==> src/rtl/alu_pkg.sv <==
// Shared types for the sequential add/sub/and/xor ALU: opcodes, FSM states, flags.
package alu_pkg;

  typedef enum logic [1:0] {
    ALU_ADD = 2'd0,
    ALU_SUB = 2'd1,
    ALU_AND = 2'd2,
    ALU_XOR = 2'd3
  } alu_op_t;

  typedef enum logic [1:0] {
    ST_IDLE = 2'd0,
    ST_BUSY = 2'd1,
    ST_DONE = 2'd2
  } alu_state_t;

  typedef struct packed {
    logic zf;
    logic sf;
    logic of;
    logic cf;
  } alu_flags_t;

  function automatic logic op_is_arith(alu_op_t op);
    return (op == ALU_ADD) || (op == ALU_SUB);
  endfunction

endpackage

==> src/rtl/alu_chunk.sv <==
// One CHUNK-wide slice of the ALU, purely combinational; sub is formed as a + ~b + carry_in.
module alu_chunk
  import alu_pkg::*;
#(
  parameter int CHUNK = 16
) (
  input  logic [CHUNK-1:0] a,
  input  logic [CHUNK-1:0] b,
  input  alu_op_t          op,
  input  logic             carry_in,
  output logic [CHUNK-1:0] r,
  output logic             carry_out,
  output logic             msb_carry_in
);

  logic [CHUNK-1:0] b_eff;
  logic [CHUNK:0]   sum;

  always_comb begin
    b_eff     = (op == ALU_SUB) ? ~b : b;
    sum       = {1'b0, a} + {1'b0, b_eff} + {{CHUNK{1'b0}}, carry_in};
    carry_out = sum[CHUNK];
    // Carry into the top bit, recovered from the top bit's sum equation.
    msb_carry_in = a[CHUNK-1] ^ b_eff[CHUNK-1] ^ sum[CHUNK-1];
    unique case (op)
      ALU_AND: r = a & b;
      ALU_XOR: r = a ^ b;
      default: r = sum[CHUNK-1:0];
    endcase
  end

endmodule

==> src/rtl/seq_alu_addsub.sv <==
// Multi-cycle ALU (add/sub/and/xor + ZF/SF/OF/CF), CHUNK bits per cycle; SEQ_ALU_CC_REG_EN adds a CC register.
// Result valid NCHUNK cycles after accept; out_ready low holds DONE, in_valid ignored outside IDLE.
module seq_alu_addsub
  import alu_pkg::*;
#(
  parameter int WIDTH = 64,
  parameter int CHUNK = 16
) (
  input  logic             clk,
  input  logic             rst_n,
  input  logic             in_valid,
  output logic             in_ready,
  input  logic [WIDTH-1:0] in_a,
  input  logic [WIDTH-1:0] in_b,
  input  logic [1:0]       in_op,
`ifdef SEQ_ALU_CC_REG_EN
  input  logic             set_cc,
  output logic             cc_zf,
  output logic             cc_sf,
  output logic             cc_of,
`endif
  output logic             out_valid,
  input  logic             out_ready,
  output logic [WIDTH-1:0] out_result,
  output logic             out_zf,
  output logic             out_sf,
  output logic             out_of,
  output logic             out_cf
);

  localparam int NCHUNK = WIDTH / CHUNK;
  localparam int CW     = (NCHUNK > 1) ? $clog2(NCHUNK) : 1;
  localparam int IW     = $clog2(WIDTH);
  localparam logic [CW-1:0] LAST = CW'(NCHUNK - 1);

  if (WIDTH < 2) begin : g_bad_width
    $error("seq_alu_addsub: WIDTH must be >= 2");
  end
  if ((CHUNK < 1) || (WIDTH % CHUNK != 0)) begin : g_bad_chunk
    $error("seq_alu_addsub: WIDTH must be a multiple of CHUNK");
  end

  alu_state_t       state_q, state_d;
  logic [WIDTH-1:0] a_q, a_d;
  logic [WIDTH-1:0] b_q, b_d;
  alu_op_t          op_q, op_d;
  logic [CW-1:0]    cnt_q, cnt_d;
  logic             carry_q, carry_d;
  logic [WIDTH-1:0] res_q, res_d;
  alu_flags_t       flags_q, flags_d;

  logic [IW-1:0]    base;
  logic [CHUNK-1:0] chunk_r;
  logic             chunk_co;
  logic             chunk_msb_ci;

  assign base = IW'(cnt_q) * IW'(CHUNK);

  // Single slice reused every BUSY cycle; the counter steers which bits it sees.
  alu_chunk #(
    .CHUNK(CHUNK)
  ) u_chunk (
    .a           (a_q[base +: CHUNK]),
    .b           (b_q[base +: CHUNK]),
    .op          (op_q),
    .carry_in    (carry_q),
    .r           (chunk_r),
    .carry_out   (chunk_co),
    .msb_carry_in(chunk_msb_ci)
  );

`ifdef SEQ_ALU_CC_REG_EN
  logic set_cc_q, set_cc_d;
  logic cc_zf_q, cc_zf_d;
  logic cc_sf_q, cc_sf_d;
  logic cc_of_q, cc_of_d;
`endif

  always_comb begin
    state_d = state_q;
    a_d     = a_q;
    b_d     = b_q;
    op_d    = op_q;
    cnt_d   = cnt_q;
    carry_d = carry_q;
    res_d   = res_q;
    flags_d = flags_q;
`ifdef SEQ_ALU_CC_REG_EN
    set_cc_d = set_cc_q;
    cc_zf_d  = cc_zf_q;
    cc_sf_d  = cc_sf_q;
    cc_of_d  = cc_of_q;
`endif
    unique case (state_q)
      ST_IDLE: begin
        if (in_valid) begin
          a_d     = in_a;
          b_d     = in_b;
          op_d    = alu_op_t'(in_op);
          carry_d = (alu_op_t'(in_op) == ALU_SUB);
          cnt_d   = '0;
          state_d = ST_BUSY;
`ifdef SEQ_ALU_CC_REG_EN
          set_cc_d = set_cc;
`endif
        end
      end
      ST_BUSY: begin
        res_d[base +: CHUNK] = chunk_r;
        carry_d              = chunk_co;
        if (cnt_q == LAST) begin
          // Last slice holds the MSB, so its carries give the word-level CF/OF.
          flags_d.zf = (res_d == '0);
          flags_d.sf = res_d[WIDTH-1];
          flags_d.of = op_is_arith(op_q) && (chunk_msb_ci ^ chunk_co);
          flags_d.cf = (op_q == ALU_ADD) ? chunk_co :
                       (op_q == ALU_SUB) ? ~chunk_co : 1'b0;
          state_d    = ST_DONE;
        end else begin
          cnt_d = cnt_q + 1'b1;
        end
      end
      ST_DONE: begin
        if (out_ready) begin
          state_d = ST_IDLE;
`ifdef SEQ_ALU_CC_REG_EN
          if (set_cc_q) begin
            cc_zf_d = flags_q.zf;
            cc_sf_d = flags_q.sf;
            cc_of_d = flags_q.of;
          end
`endif
        end
      end
      default: state_d = ST_IDLE;
    endcase
  end

  always_ff @(posedge clk or negedge rst_n) begin
    if (!rst_n) begin
      state_q <= ST_IDLE;
      a_q     <= '0;
      b_q     <= '0;
      op_q    <= ALU_ADD;
      cnt_q   <= '0;
      carry_q <= 1'b0;
      res_q   <= '0;
      flags_q <= '0;
    end else begin
      state_q <= state_d;
      a_q     <= a_d;
      b_q     <= b_d;
      op_q    <= op_d;
      cnt_q   <= cnt_d;
      carry_q <= carry_d;
      res_q   <= res_d;
      flags_q <= flags_d;
    end
  end

`ifdef SEQ_ALU_CC_REG_EN
  // Architectural CC resets to "zero result" as Y86 expects.
  always_ff @(posedge clk or negedge rst_n) begin
    if (!rst_n) begin
      set_cc_q <= 1'b0;
      cc_zf_q  <= 1'b1;
      cc_sf_q  <= 1'b0;
      cc_of_q  <= 1'b0;
    end else begin
      set_cc_q <= set_cc_d;
      cc_zf_q  <= cc_zf_d;
      cc_sf_q  <= cc_sf_d;
      cc_of_q  <= cc_of_d;
    end
  end

  assign cc_zf = cc_zf_q;
  assign cc_sf = cc_sf_q;
  assign cc_of = cc_of_q;
`endif

  assign in_ready   = (state_q == ST_IDLE);
  assign out_valid  = (state_q == ST_DONE);
  assign out_result = res_q;
  assign out_zf     = flags_q.zf;
  assign out_sf     = flags_q.sf;
  assign out_of     = flags_q.of;
  assign out_cf     = flags_q.cf;

endmodule

==> config.mk <==
export PLATFORM = sky130hd
export DESIGN_NAME = seq_alu_addsub
export DESIGN_NICKNAME = d
export VERILOG_FILES = /design/src/rtl/alu_pkg.sv /design/src/rtl/alu_chunk.sv /design/src/rtl/seq_alu_addsub.sv
export SDC_FILE = /design/constraint.sdc
export NUM_CORES = 1
export LEC_CHECK = 0
export CELL_PAD_IN_SITES_DETAIL_PLACEMENT = 0
export CELL_PAD_IN_SITES_GLOBAL_PLACEMENT = 1
export CORE_UTILIZATION = 42
export DETAILED_ROUTE_END_ITERATION = 7
export PLACE_DENSITY_LB_ADDON = 0.1
export SLEW_MARGIN = 20
export SYNTH_ARGS = -nofsm -noshare
export SYNTH_HDL_FRONTEND = slang
export SYNTH_SLANG_ARGS = --single-unit
==> constraint.sdc <==
create_clock -name clk -period 5 [get_ports clk]
set_input_delay 1 -clock clk [delete_from_list [all_inputs] [get_ports clk]]
set_output_delay 1 -clock clk [all_outputs]
set_load 0.02 [all_outputs]
After elaboration in Yosys (flattened, before gate mapping). Cells that the tools add are included.

Register bits after elaboration: 203. Bits in latches: 0. RAM bits: 0. Bits in read-only memories: 0. Input bits: 134. Output and inout port bits: 70. Logic and storage cells: 62. Memories kept: 0.

Add/subtract/negate cells: 4. Multipliers: 0. Div/mod/pow operators: 0. Order comparisons: 0. Equal/unequal tests: 11. Shifts and indexed selects: 4. Multiplexer cells: 14. Bitwise operators: 7. Reduce and logical (&&, ||, !) cells: 11.

Operators with widths (number): variable part select 64 x 7 -> 16 bit (2); bitwise mux 64 bit (1); logical NOT 64 bit (1); variable shift 16 x 8 -> 64 bit, first input constant (1); variable part select 16 x 8 -> 64 bit (1); one-hot mux 16 bit (2 select lines) (1); adder 16 x 16 -> 17 bit (1); adder 17 x 1 -> 17 bit (1); AND 16 bit (1); two-way mux 16 bit (1); inverter 16 bit (1); XOR 16 bit (1); two-way mux 2 bit (5); equality test 2 bit, second input constant (4); negation 6 -> 8 bit (1); equality test 2 x 1 -> 1 bit, second input constant (3); inequality test 2 bit, second input constant (3); one-hot mux 2 bit (3 select lines) (1); AND reduction 2 bit (3); AND reduction 3 bit (2); logical NOT 2 bit (2); one-hot mux 2 bit (2 select lines) (1); two-way mux 1 bit (3); XOR 1 bit (3); other kinds (7) (7).

Depth between registers and ports, before layout.
Depth in word-level cells: 9. Gate-level depth with buffers: 17. Depth with buffers taken out: 14.

Cells and area by module. Synthesis repeated with hierarchy kept, for this count alone.

Cells, all modules: 1048. Area total of the unflattened synthesis: 10416.2 µm².

By module, submodules not included: seq_alu_addsub (times used 1, cells each 839, area an instance 8745.9 µm², sequential area each 5079.9 µm²); alu_chunk (times used 1, cells each 209, area an instance 1670.4 µm², sequential area each 0.0 µm²).

Least setup slack after synthesis. No wires, ideal clock.

Path kind: register to register. From: register cnt_q[0]. To: register flags_q (netlist bit out_zf). Library setup time: 0.066 ns. Arrival time: 4.339 ns. Path slack: 0.595 ns. Cell stages (with the launch flop): 14. Buffers on the path: 3. Path through: dfrtp_1 -> buf_2 -> buf_2 -> buf_1 -> mux4_2 -> ha_1 -> a21oi_1 -> a21oi_4 -> o41ai_2 -> a31oi_1 -> or4_1 -> a222oi_1 -> nand4_1 -> nand2_1.

Longest elaborated chain between the ends: 9. Elaborated cells between the ends (all ways): 16. Those cells by class: 3 x add/sub; 1 x eq/ne; 4 x shift; 3 x mux; 3 x bitwise; 2 x reduce/logical.

Ends and longest elaborated chain: from (decl) (RTL line seq_alu_addsub.sv:47) `logic [CW-1:0] cnt_q, cnt_d;`; from (signal assigned) (RTL line seq_alu_addsub.sv:154) `cnt_q <= cnt_d;`; variable part select 64 x 7 -> 16 bit (RTL line seq_alu_addsub.sv:64) `.b (b_q[base +: CHUNK]),`; inverter 16 bit (RTL line alu_chunk.sv:20) `b_eff = (op == ALU_SUB) ? ~b : b;`; two-way mux 16 bit (RTL line alu_chunk.sv:20); adder 16 x 16 -> 17 bit (RTL line alu_chunk.sv:21) `sum = {1'b0, a} + {1'b0, b_eff} + {{CHUNK{1'b0}}, carry_in};`; adder 17 x 1 -> 17 bit (RTL line alu_chunk.sv:21); one-hot mux 16 bit (2 select lines) (RTL line alu_chunk.sv:25) `unique case (op)`; variable part select 16 x 8 -> 64 bit (RTL line seq_alu_addsub.sv:109) `res_d[base +: CHUNK] = chunk_r;`; bitwise mux 64 bit (RTL line seq_alu_addsub.sv:109); logical NOT 64 bit (RTL line seq_alu_addsub.sv:113) `flags_d.zf = (res_d == '0);`; to (signal assigned) (RTL line seq_alu_addsub.sv:157) `flags_q <= flags_d;`; to (decl) (RTL line seq_alu_addsub.sv:50) `alu_flags_t flags_q, flags_d;`.

Parallel ways exist; a longest one is shown, timed or not. A chain may end at the register's enable or synchronous reset.

Worst setup path in the final report. Same ends and word-level chain as after synthesis.

==> results <==
- The number of nets in the layout is 1,214.
- In the post-synthesis netlist, the biggest area contributors are dfrtp_1 (48%), mux2_2 (14%), mux4_2 (6.9%).
- The routed design has 29.0 mm of wire.
- The post-route clock skew is 0.0134 ns.
- In the final layout, the multi-input gates occupy 5170 sq um.
- The count of cells resized by post-cts repair is 0.
- The routed wire length on met3 is 1.30 mm.
- The I/O pin total is 204.
- In the final layout, the share of cells above drive strength 1 is 0.234.
- The largest net degree at the start of global routing is 111.
- The number of buffers inserted during clock tree synthesis is 23.
- The remaining routing DRC violations is 0.
- The die outline area is 25,600 sq um.
- The maximum number of buffers from clock root to sink is 3.
- The via density per instance is 5.58.
- The number of failing hold endpoints at the final stage is 0.
- Of the synthesized area, sequential elements account for 0.484.
- When the netlist entered floorplanning its net count stood at 1,005.
- The global-route wire length before repair is 46.1 mm.
- Synthesis inferred 203 register bits.
- In this run the mean area of a mapped cell was 12.6 sq um.
- The number of buffer cells added on primary ports is 203.
- The routed layout has 7,707 vias.
- At the worst endpoint, the arrival time is 4.71 ns.
- After detailed routing, the average wire length per cell comes to 21.0 um.
- Among cell families on the critical path, the largest total delay comes from compound AO/OA/AOI/OAI gates.
- The combined buffer and inverter count along the critical path is 2.
- The global route total overflow is 0.
- The violation count after the first detailed-routing iteration is 295.
- The number of H-tree levels is 1.
- The TritonCTS sink count is 203.
- Dividing the final minimum period by the clock period gives 0.851.
- The initial cell density of the core is 0.430.
- STA classifies the critical path startpoint as a flip-flop.
- The run finished with clean final reports.
- The cell taking the most area after synthesis is dfrtp_1.
- The number of maximum-capacitance violations is 0.
- The slowest library cell on the worst path is mux4_2.
- The CTS tree is built.
- The synthesized netlist cell count is 832.
- In the final routing, the length of wire on met1 measures 13.6 mm.
- The highest metal layer carrying signal wires in the routed design is met4.
- The worst setup path is of the flip-flop to flip-flop kind.
- The post-CTS setup-driven buffer insertion count is 0.
- Of all nets on the critical path, the largest fanout is 11.
- The clock network latency to the later pin of the worst-skew pair is 0.53 ns.
- Yosys printed 0 warnings.
- The maximum operating frequency is 235 MHz.
- In this run, post-CTS hold repair placed 0 buffers.
- The initial antenna violation count is 0.
- The routed design uses 13.6 mm of met2 wire.
- The number of core rows is 57.
- At the worst endpoint, the required time is 5.46 ns.
- The wire-length estimate of the detail-placed layout is 21.9 mm.
- In this run the standard cell core region covers 24,400 sq um.
- The via count of the first global-routing pass is 7,852.
- Across the whole layout, storage elements account for 5080 sq um.
- The synthesized netlist contains 78 unique library cells.
- The final count of negative-setup-slack endpoints is 0.
- The worst setup path is captured at a flip-flop.
- The area of the mapped netlist is 10,500 sq um.
- The type of the tightest min-delay check is flip-flop to flip-flop.
- The overall fraction of global-route tracks in use is 0.232.
- The final-report max-slew violation count came to 0.
- The global placement routability congestion is 0.858.
- The residual antenna-violating net count after detailed routing is 0.
- The final-layout setup total negative slack is 0 ns.
- At the pin with the least slew margin, the transition time is 0.942 ns.
- Fill cells in the final layout number 2,105.
- The post-route cell area is 13,700 sq um.
- In this run, synthesis inferred 0 flip-flops with an integrated enable.
- The worst slew margin relative to its limit is 0.370.
- The final period demand of the worst path is 4.26 ns.
- The share of Yosys cell area claimed by the top area cell type is 0.484.
- The clock edge transition at the registers on the reported setup and hold paths is 0.06 ns.
- The first-pass iteration count of the detailed router is 5.
- In the synthesized netlist the dominant register cell turns out to be dfrtp_1.
- For this run, the slowest stage of the critical path takes 0.58 ns.
- Compared with the post-synthesis result, the final layout area differs by 30.9%.
- The instance area after placement is 13,000 sq um.
- 0 antenna diodes ended up in the layout.
- The proportion of synthesized flip-flops having asynchronous set or reset is 1.00.
- The floorplan step set the die height to 160 um.
- The die is 160 um wide.
- In this run the clock root is driven by a clkbuf_16.
- Walking the worst path, the cells encountered are buf_4 > mux4_2 > xnor2_1 > inv_1 > fa_1 > nand2b_1 > a21oi_1 > o21ai_0 > a211o_1 > or4_1 > a222oi_1 > nand4_1 > nand2_1.
- Setup repair after global routing left no endpoint under its margin.
[layer usage]
| layer | vias up | track usage |
|---|---|---|
| li1 | 3566 | - |
| met1 | 3873 | 0.330 |
| met2 | 228 | 0.373 |
| met3 | 40 | 0.0317 |
| met4 | 0 | 0.0589 |
| met5 | - | 0 |
[layout by cell type, fill, tap and decap left out, types with 3 or more instances in the layout]
master and n:
xnor2_1 18, nor3_1 16, nand2_1 49, nor2_1 32, clkbuf_1 4, nand2b_1 11
a21oi_1 19, mux2_1 3, mux2_2 131, a22o_1 48, nor2b_1 6, or3_1 7
mux2i_1 14, nand3_1 5, inv_1 13, a21o_1 5, o21ai_0 22, a211oi_1 5
nor4_1 13, a22o_2 3, a311oi_1 3, a31oi_1 5, clkdlybuf4s50_1 202, dfrtp_1 202
clkinv_2 6, o211ai_1 5, clkbuf_16 23, clkbuf_8 6, ha_1 37, o21ai_1 9
o21a_1 5, xor2_1 5, buf_4 26, mux4_2 32
[layout make-up]
class	instances	share of cell area
clock buffer	32	0.0480
inverter	14	0.00382
timing repair buffer	231	0.165
multi-input combinational	568	0.377
tap	324	0.0295
clock inverter	10	0.00710
sequential	203	0.370
[worst paths after layout]
| check | slack, ns | start | cells after the start | end |
|---|---|---|---|---|
| worst min-delay path | 0.50 | out_zf | 2 | out_zf |
| worst max-delay path | 0.74 | cnt_q[0] | 13 | out_zf |
| worst max register to register | 0.74 | cnt_q[0] | 13 | out_zf |
| max in group asynchronous | 3.55 | rst_n | 2 | b_q[58] |
| min in group asynchronous | 0.56 | rst_n | 1 | out_result[34] |
| worst min register to register | 0.50 | out_zf | 2 | out_zf |
[cell usage after synthesis, drive strengths merged, types with 13 or more instances]
cell,count
inv,14
a22o,51
nand2,49
clkbuf,32
mux2,134
dfrtp,203
o21ai,31
nor3,16
xnor2,18
mux4,32
nor2,32
mux2i,14
nor4,13
buf,15
ha,37
a21oi,22
[tightest hold or removal path, cell delays in order, from the launching register on]
cell     delay, ns
dfrtp_1       0.37
nand2_1       0.06
nand2_1       0.05
[registers in the layout, indices dropped and copies added (netlist names), 2 cells and up]
signal	flops
out_result	64
state_q	2
cnt_q	2
b_q	64
op_q	2
a_q	64
[cell families (layout without fill, tap and decap cells)]
group / after synthesis / after routing / share of synthesized area
buffers and inverters: 61 / 287 / 0.0231
AOI/OAI and AO/OA: 169 / 169 / 0.126
and+or+nand+nor: 157 / 157 / 0.0742
xor gates and xnor gates: 23 / 23 / 0.0192
DFF: 203 / 203 / 0.484
adders and majority gates: 39 / 39 / 0.0479
muxes: 180 / 180 / 0.226
[through the flow]
step                      utilization  setup slack [ns]  hold slack (ns)  instances
after floorplan                     -             0.595            0.475        832
after global placement          0.532             0.824            0.485       1340
after detailed placement        0.532             0.761            0.491       1340
after CTS                       0.563             0.724            0.505       1382
after global routing            0.563             0.482            0.512       1382
final                           0.563             0.743            0.502       1382
Power is left out: the tool's default activity adds up to more than one toggle a clock period on the data nets, which glitch-free logic cannot reach.
